`config.mk`:
```
export PLATFORM = sky130hd
export DESIGN_NAME = clz_norm_pipe
export DESIGN_NICKNAME = d
export VERILOG_FILES = /design/src/rtl/clz_norm_pipe.sv
export SDC_FILE = /design/constraint.sdc
export NUM_CORES = 1
export LEC_CHECK = 0
export ABC_CLOCK_PERIOD_IN_PS = 21800
export CORE_MARGIN = 5
export CORE_UTILIZATION = 60
export DETAILED_ROUTE_END_ITERATION = 10
export HOLD_SLACK_MARGIN = 0.15
export PLACE_DENSITY = 0.83
export SETUP_SLACK_MARGIN = 0.02
export SYNTH_ARGS = -nofsm -noshare
export SYNTH_HDL_FRONTEND = slang
export SYNTH_SLANG_ARGS = --single-unit
```
`constraint.sdc`:
```
create_clock -name clock -period 21.8 [get_ports clock]
set_input_delay 2.18 -clock clock [delete_from_list [all_inputs] [get_ports clock]]
set_output_delay 2.18 -clock clock [all_outputs]
set_load 0.05 [all_outputs]
```
`src/rtl/clz_norm_pipe.sv`:
```
// Pipelined leading-zero counter and left normaliser with valid/ready flow control.
// Optional signed (redundant sign bit) counting is enabled by defining CLZ_NORM_SIGNED_EN.
module clz_norm_pipe #(
  parameter int unsigned WIDTH     = 64,
  parameter int unsigned REG_EVERY = 1,
  parameter int unsigned TAG_W     = 4
) (
  input  logic                   clock,
  input  logic                   reset,
  input  logic                   io_in_valid,
  output logic                   io_in_ready,
  input  logic [WIDTH-1:0]       io_in_bits,
  input  logic [TAG_W-1:0]       io_in_tag,
`ifdef CLZ_NORM_SIGNED_EN
  input  logic                   io_in_signed,
`endif
  output logic                   io_out_valid,
  input  logic                   io_out_ready,
  output logic [$clog2(WIDTH):0] io_out_count,
  output logic [WIDTH-1:0]       io_out_norm,
  output logic                   io_out_zero,
  output logic [TAG_W-1:0]       io_out_tag
);

  localparam int unsigned L  = $clog2(WIDTH);
  localparam int unsigned CW = L + 1;
  localparam int unsigned S  = (L + REG_EVERY - 1) / REG_EVERY;
  localparam logic [WIDTH-1:0] ONES = '1;

  logic                    init_q;
  logic [S-1:0]            vld_q, vld_d, ld;
  logic [S-1:0][WIDTH-1:0] work_q, work_d;
  logic [S-1:0][CW-1:0]    cnt_q, cnt_d;
  logic [S-1:0][TAG_W-1:0] tag_q, tag_d;
  logic                    zero_q, zero_d;
  logic [WIDTH-1:0]        in_search;

  // Stage s reads element s of each chain; element S is the output register.
  logic [S:0]              chain_v;
  logic [S:0][WIDTH-1:0]   chain_w;
  logic [S:0][CW-1:0]      chain_c;
  logic [S:0][TAG_W-1:0]   chain_t;

`ifdef CLZ_NORM_SIGNED_EN
  logic [S-1:0][WIDTH-1:0] dat_q, dat_d;
  logic [S-1:0]            sgn_q, sgn_d;
  logic [S:0][WIDTH-1:0]   chain_d;
  logic [S:0]              chain_s;

  // Signed search value: sign-XORed bits [WIDTH-2:0] moved to the top, so the
  // count of the search value equals the redundant-sign-bit count.
  assign in_search = io_in_signed ?
                     {io_in_bits[WIDTH-2:0] ^ {(WIDTH-1){io_in_bits[WIDTH-1]}}, 1'b0} :
                     io_in_bits;
  assign chain_d   = {dat_q, io_in_bits};
  assign chain_s   = {sgn_q, io_in_signed};
`else
  assign in_search = io_in_bits;
`endif

  assign chain_v = {vld_q, io_in_valid && init_q};
  assign chain_w = {work_q, in_search};
  assign chain_c = {cnt_q, {CW{1'b0}}};
  assign chain_t = {tag_q, io_in_tag};

  // Stage loads when any stage at or after it is empty, or the consumer drains.
  always_comb begin
    logic full;
    full = 1'b1;
    ld   = '0;
    for (int unsigned i = 0; i < S; i++) begin
      full          = full && vld_q[S-1-i];
      ld[S-1-i]     = io_out_ready || !full;
    end
  end

  assign io_in_ready = init_q && ld[0];

  always_comb begin
    logic [WIDTH-1:0] w;
    logic [CW-1:0]    c;
    int unsigned      lv;
`ifdef CLZ_NORM_SIGNED_EN
    logic [WIDTH-1:0] d;
    d     = '0;
    dat_d = '0;
    sgn_d = chain_s[S-1:0];
`endif
    w      = '0;
    c      = '0;
    lv     = 0;
    vld_d  = chain_v[S-1:0];
    tag_d  = chain_t[S-1:0];
    work_d = '0;
    cnt_d  = '0;
    zero_d = 1'b0;
    for (int unsigned s = 0; s < S; s++) begin
      w = chain_w[s];
      c = chain_c[s];
`ifdef CLZ_NORM_SIGNED_EN
      d = chain_d[s];
`endif
      for (int unsigned j = 0; j < REG_EVERY; j++) begin
        if (s * REG_EVERY + j < L) begin
          lv = L - 1 - (s * REG_EVERY + j);
          if ((w & ~(ONES >> (1 << lv))) == '0) begin
            w = w << (1 << lv);
            c = c | (CW'(1) << lv);
`ifdef CLZ_NORM_SIGNED_EN
            d = d << (1 << lv);
`endif
          end
        end
      end
      work_d[s] = w;
      cnt_d[s]  = c;
`ifdef CLZ_NORM_SIGNED_EN
      dat_d[s]  = d;
`endif
    end
    // An all-zero search value has taken every shift (count WIDTH-1); unsigned
    // operands report WIDTH, signed ones saturate at WIDTH-1 as already counted.
    zero_d = (work_d[S-1] == '0);
`ifdef CLZ_NORM_SIGNED_EN
    if (zero_d && !sgn_d[S-1]) cnt_d[S-1] = CW'(WIDTH);
`else
    if (zero_d) cnt_d[S-1] = CW'(WIDTH);
`endif
  end

  always_ff @(posedge clock or posedge reset) begin
    if (reset) begin
      init_q <= 1'b0;
      vld_q  <= '0;
      work_q <= '0;
      cnt_q  <= '0;
      tag_q  <= '0;
      zero_q <= 1'b0;
`ifdef CLZ_NORM_SIGNED_EN
      dat_q  <= '0;
      sgn_q  <= '0;
`endif
    end else begin
      init_q <= 1'b1;
      for (int unsigned s = 0; s < S; s++) begin
        if (ld[s]) begin
          vld_q[s]  <= vld_d[s];
          work_q[s] <= work_d[s];
          cnt_q[s]  <= cnt_d[s];
          tag_q[s]  <= tag_d[s];
`ifdef CLZ_NORM_SIGNED_EN
          dat_q[s]  <= dat_d[s];
          sgn_q[s]  <= sgn_d[s];
`endif
        end
      end
      if (ld[S-1]) zero_q <= zero_d;
    end
  end

  assign io_out_valid = chain_v[S];
  assign io_out_count = chain_c[S];
  assign io_out_zero  = zero_q;
  assign io_out_tag   = chain_t[S];
`ifdef CLZ_NORM_SIGNED_EN
  assign io_out_norm  = chain_d[S];
`else
  assign io_out_norm  = chain_w[S];
`endif

endmodule
```
==> results of run 1 <==
==> sequential cells by signal, summed over array words and instances (netlist names) <==
signal	cells
chain_c	15
io_out_tag	4
io_out_norm	64
init_q	1
vld_q	6
chain_w	320
chain_t	20
io_out_count	7
==> report_power, final <==
group          internal, mW  switching [mW]  total [mW]
combinational         0.122           0.215       0.337
sequential            0.892          0.0761       0.968
clock                 0.460           0.309       0.769
==> critical path: cells and delay by family <==
| family | cells | cell delay, ns |
|---|---|---|
| AND/OR/NAND/NOR | 4 | 0.78 |
| buffers and inverters | 3 | 1.59 |
==> synth_stat cells, types with 2 or more instances <==
library cell / instances
nand2_1: 525
dfrtp_1: 437
o21ai_0: 224
mux2i_1: 202
buf_4: 80
a21oi_1: 66
nor2_1: 65
clkbuf_1: 61
a31oi_1: 57
o21ai_1: 54
buf_2: 52
a22o_1: 48
nor4_1: 23
nor3_1: 10
buf_6: 9
buf_1: 6
nand3_1: 6
nand4_1: 6
mux2_2: 5
inv_1: 4
a211oi_1: 3
nand2b_1: 3
nand4b_1: 3
and2_1: 2
nor2_4: 2
nor2_8: 2
nor4_2: 2
or2_2: 2
==> logic make-up (layout without fill, tap and decap cells) <==
family	count (synthesis)	in the layout	share of synthesized area, %
simple gates	658	658	13.8
flops	437	437	56.1
buf+inv	213	246	6.33
mux	207	207	10.7
other cells	1	1	0.0192
compound gates	456	456	13.1
==> placed cells by master (no fill, tap or decap), types with 45 or more instances in the layout <==
| cell | n |
|---|---|
| nand2_1 | 523 |
| dfrtp_1 | 436 |
| o21ai_0 | 224 |
| mux2i_1 | 202 |
| clkdlybuf4s50_1 | 149 |
| a21oi_1 | 66 |
| nor2_1 | 64 |
| a31oi_1 | 57 |
| o21ai_1 | 54 |
| a22o_1 | 48 |
| clkbuf_16 | 45 |
==> worst max path at each step <==
| stage | startpoint | endpoint | slack, ns | depth (start not counted) |
|---|---|---|---|---|
| 6_report | io_out_ready | io_in_ready | 15.07 | 7 |
| 5_1_grt | io_out_ready | io_in_ready | 14.95 | 7 |
| 4_1_cts | io_out_ready | io_in_ready | 15.04 | 7 |
| 3_5_place_dp | io_out_ready | io_in_ready | 15.06 | 7 |
| 3_3_place_gp | io_out_ready | io_in_ready | 15.06 | 7 |
| 2_1_floorplan | reset | chain_c[12] | 7.45 | 1 |
==> layer usage <==
| metal | vias up | track usage, % | wire length (um) |
|---|---|---|---|
| li1 | 6723 | - | - |
| met1 | 6725 | 35.5 | 19600 |
| met2 | 420 | 37.6 | 20000 |
| met3 | 96 | 3.02 | 2160 |
| met4 | 0 | 8.23 | 1360 |
| met5 | - | 0 | 0 |
==> area by class of cell <==
type | count | area (sq um)
well taps | 442 | 553
fillers | 2386 | 10300
repair buffers | 162 | 1590
multi-input cells | 1322 | 7370
inverters | 4 | 22.5
clock buffers | 63 | 1250
flip-flops and latches | 437 | 10900
clock inverters | 17 | 224
==> through the flow <==
step | instance area (sq um) | utilization, % | setup WS [ns]
5_1_grt | 22000 | 68.0 | 14.95
6_report | 22000 | 68.0 | 15.07
2_1_floorplan | 19500 | - | 7.45
4_1_cts | 22000 | 68.0 | 15.04
3_3_place_gp | 20500 | 63.4 | 15.06
3_5_place_dp | 20500 | 63.4 | 15.06
==> run metrics, run 1 <==
status=finished clean; Setup TNS=0 ns; die width=190 um; final wirelength=43.1 mm; Max Root-Sink Buffers=3; Die Area=0.0362 sq mm; initial core utilization=60.4%; # diodes=0; Crit Reg-Reg Startpoint=vld_q[3]; post_cts resized=0; Synth Net Count=2044; critical path class=input port to primary output; Slew Viols, Final=0; total gr overflow=0; dpl hpwl=29.7 mm; setup violators final=0; drt first pass iters=7; largest net degree at the start of global routing=139; total power=2.07 mW; syn_area_per_cell=9.89 sq um; P per Cell Area=94.5 mW/mm^2; minimum clock period=6.73 ns; core area=0.0323 sq mm; TritonCTS clock tree=built; hold path cells=2; RSZ-0062 raised after global routing=no; CTS buffer count=44; Rel. slew slack=23.7%; CP endpoint kind=primary output; clock transition at the registers of the reported paths=0.05 ns; Syn Std Cell Area=0.0195 sq mm; post-synthesis sequential area ratio=56.1%; FF+latch count, synth=437; CP max stage delay=0.81 ns; critical path arrival=4.55 ns; Iteration-0 DRC Markers=1232; postcts setup bufs=0; Clock Latency Late Sink=0.55 ns; area grow syn2layout=12.6%; initial antenna violation count=0; Max rail drop VDD=0.0000566 V; Setup Skew=0.0163 ns; number of remaining DRC errors=0; R2R cell count=7; CP max-delay cell=clkdlybuf4s50_1; port bufs=149; Synth top area share=56.1%; Die Y=190 um; max-cap viol count=0; H-tree depth=2; top_reg_cell synth=dfrtp_1; Post-synth EDFFs=0; GP Congestion=0.957; post-route ant nets=0; hold path start=io_out_tag[0]; Row Count=66; layout cells sized above 1=5.14%; WL per Instance=17.6 um; fraction of registers with async set/reset=100%; DR vias=14000; first-pass GRT wire length=72.0 mm; Total GRT Usage=24.1%; IO Count=150; Yosys cell types=41; Sink Count=437; slew at the pin closest to its max-slew limit=1.14 ns; Hold EP=io_out_tag[0]; worst-path fanout max=29; Fin Hold WS=0.464 ns; Post-Synthesis Cells=1972; DR vias/cell=5.71; CP required=19.62 ns; cts hold-fix bufs=0; Synth Warn #=0; synth top area cells=dfrtp_1 (56%), mux2i_1 (10%), nand2_1 (10%); Hold Crit Class=flop to flop; final hold vios=0; Reg2Reg Setup Slack=18.34 ns; cell count after placement=2367; CP Launch Type=input port; Layout Cells excl Fill=2447; end of the worst register-to-register path=chain_w[86]; area leader, netlist=dfrtp_1; standby leakage power=9.82 nW; critical path cell sequence=clkdlybuf4s50_1, and4b_1, buf_4, and3_4, nand2_1, and2_1, clkdlybuf4s50_1; period utilisation layout=30.9%; fmax=148 MHz; Nets=2043; root buffer cell=clkbuf_16; vias in the first global route=13700; CP dominant cell by count=clkdlybuf4s50_1
No activity file was read; power rests on OpenSTA's default activity.
==> inputs of run 2 (changes only) <==
ABC_CLOCK_PERIOD_IN_PS = 5700   (was 21800)
CORE_UTILIZATION = 53   (was 60)
PLACE_DENSITY = 0.77   (was 0.83)
clock period = 5.7 ns   (was 21.8 ns; I/O delays follow)
==> run 2 against run 1 <==
  * Via count fell by 1.9%
  * Sequential power grew to 3.8 times the previous value
  * Hold slack worse by 0.0022 ns
  * Power increased to 3.7 times the previous value
  * Combinational power rose to 3.8 times the previous value
  * Routed wire length rose by 1.7%
  * Largest cell class unchanged
==> run metrics, run 2 (synthesized netlist as in run 1, its figures left out) <==
Fin Hold WS=0.461 ns (was 0.464 ns); CP required=5.13 ns (was 19.62 ns); post-route ant nets=0 (unchanged); max reg flops=320 (unchanged); total power=7.72 mW (was 2.07 mW); H-tree depth=2 (unchanged); FILL cells=2998 (was 2386); total gr overflow=0 (unchanged); worst-path fanout max=29 (unchanged); P per Cell Area=352 mW/mm^2 (was 94.5 mW/mm^2); critical path arrival=2.94 ns (was 4.55 ns); status=finished clean (unchanged); Sink Count=437 (unchanged); Setup TNS=0 ns (unchanged); slew at the pin closest to its max-slew limit=1.16 ns (was 1.14 ns); TritonCTS clock tree=built (unchanged); Row Count=70 (was 66); setup violators final=0 (unchanged); DR vias/cell=5.54 (was 5.71); number of remaining DRC errors=0 (unchanged); Total GRT Usage=21.5% (was 24.1%); largest net degree at the start of global routing=182 (was 139); standby leakage power=9.78 nW (was 9.82 nW); IO Count=150 (unchanged); fmax=285 MHz; minimum clock period=3.51 ns; die width=202 um (was 190 um); CP endpoint kind=primary output (unchanged); layout cells sized above 1=5.14% (unchanged); footprint of the multi-input gates=0.00737 sq mm (unchanged); GP Congestion=0.949 (was 0.957); Iteration-0 DRC Markers=997 (was 1232); cts hold-fix bufs=0 (unchanged); design area=0.0219 sq mm (was 0.0220 sq mm); port bufs=149 (unchanged); core area=0.0364 sq mm (was 0.0323 sq mm); CTS buffer count=44 (unchanged); dpl hpwl=31.1 mm (was 29.7 mm); Placement Setup Slack=2.21 ns (was 15.06 ns); clock transition at the registers of the reported paths=0.06 ns (was 0.05 ns); Clock Latency Late Sink=0.54 ns (was 0.55 ns); postcts setup bufs=0 (unchanged); dpl cell area=0.0205 sq mm (about the same); commonest non-fill, non-tap cell in the layout=nand2_1 (unchanged); Reg area=0.0109 sq mm (unchanged); final hold vios=0 (unchanged); Nets=2046 (was 2043); Setup Skew=0.0146 ns (was 0.0163 ns); initial core utilization=53.5% (was 60.4%); RSZ-0062 raised after global routing=no (unchanged); max-cap viol count=0 (unchanged); Die Y=202 um (was 190 um); period utilisation layout=61.6%; Max Root-Sink Buffers=3 (unchanged); final worst slack=2.19 ns (was 15.07 ns); post_cts resized=0 (unchanged); DR vias=13700 (was 14000); area grow syn2layout=12.3% (was 12.6%); final wirelength=43.8 mm (was 43.1 mm); vias in the first global route=13600 (was 13700); commonest non-fill, non-tap cells in the layout=nand2_1 (523), dfrtp_1 (436), o21ai_0 (224), mux2i_1 (202), clkdlybuf4s50_1 (149) (unchanged); drt first pass iters=7 (unchanged); WL per Instance=17.7 um (was 17.6 um); Die Area=0.0407 sq mm (was 0.0362 sq mm); Slew Viols, Final=0 (unchanged); hold path cells=1 (was 2); CP Launch Type=input port (unchanged); root buffer cell=clkbuf_16 (unchanged); # diodes=0 (unchanged); critical path class=input port to primary output (unchanged); first-pass GRT wire length=72.5 mm (was 72.0 mm); initial antenna violation count=0 (unchanged); Hold Crit Class=flop to flop (unchanged); Max rail drop VDD=0.000216 V (was 0.0000566 V); R2R cell count=6 (was 7); Rel. slew slack=22.4% (was 23.7%)
## run 2: cell types whose count changed in the layout (fill, tap and decap cells not counted), sizes merged
cell	delta
clkinvlp	+1
clkinv	-1
clkbuf	+3
bufinv	-5
buf	+3
inv	-1
## run 2: critical path, cell delays in order
cell and delay [ns]:
clkdlybuf4s50_1 0.48, and4b_1 0.28, buf_4 0.29, and3_4 0.26, nand2_1 0.15, and2_1 0.20, clkdlybuf4s50_1 0.70
## run 2: worst paths after layout
kind	slack, ns	to	from
worst max-delay path	2.19	io_in_ready	io_out_ready
worst min-delay path	0.46	vld_q[2]	vld_q[1]
worst max register to register	2.98	io_out_count[0]	chain_w[383]
worst min register to register	0.46	vld_q[2]	vld_q[1]
max in group asynchronous	3.92	vld_q[2]	reset
min in group asynchronous	0.62	chain_w[180]	reset
## run 2: layout make-up
cell class	instances	share of cell area (%)
Sequential cell	437	50.0
Clock buffer	66	5.91
Clock inverter	11	0.297
Timing Repair Buffer	165	7.42
Multi-Input combinational cell	1322	33.7
Inverter	4	0.0857
Tap cell	468	2.67
## run 2: metrics by stage
stage               util (%)  std cells
floorplan                  -       1972
global placement        56.4       2396
detailed placement      56.4       2396
CTS                     60.1       2473
global route            60.1       2473
finish                  60.1       2473
## run 2: routing by layer
metal | track usage (%) | wire length (um) | vias to the layer above
met1 | 31.8 | 20600 | 6534
met4 | 6.49 | 1270 | 0
met2 | 33.2 | 19700 | 369
met5 | 0 | 0 | -
met3 | 3.21 | 2190 | 83
li1 | - | - | 6707
## run 2: where the power goes
group	switching [mW]	leakage (nW)	internal, mW
clock	1.16	0.674	1.57
combinational	0.811	3.92	0.466
sequential	0.307	5.18	3.41
total	2.28	9.78	5.44
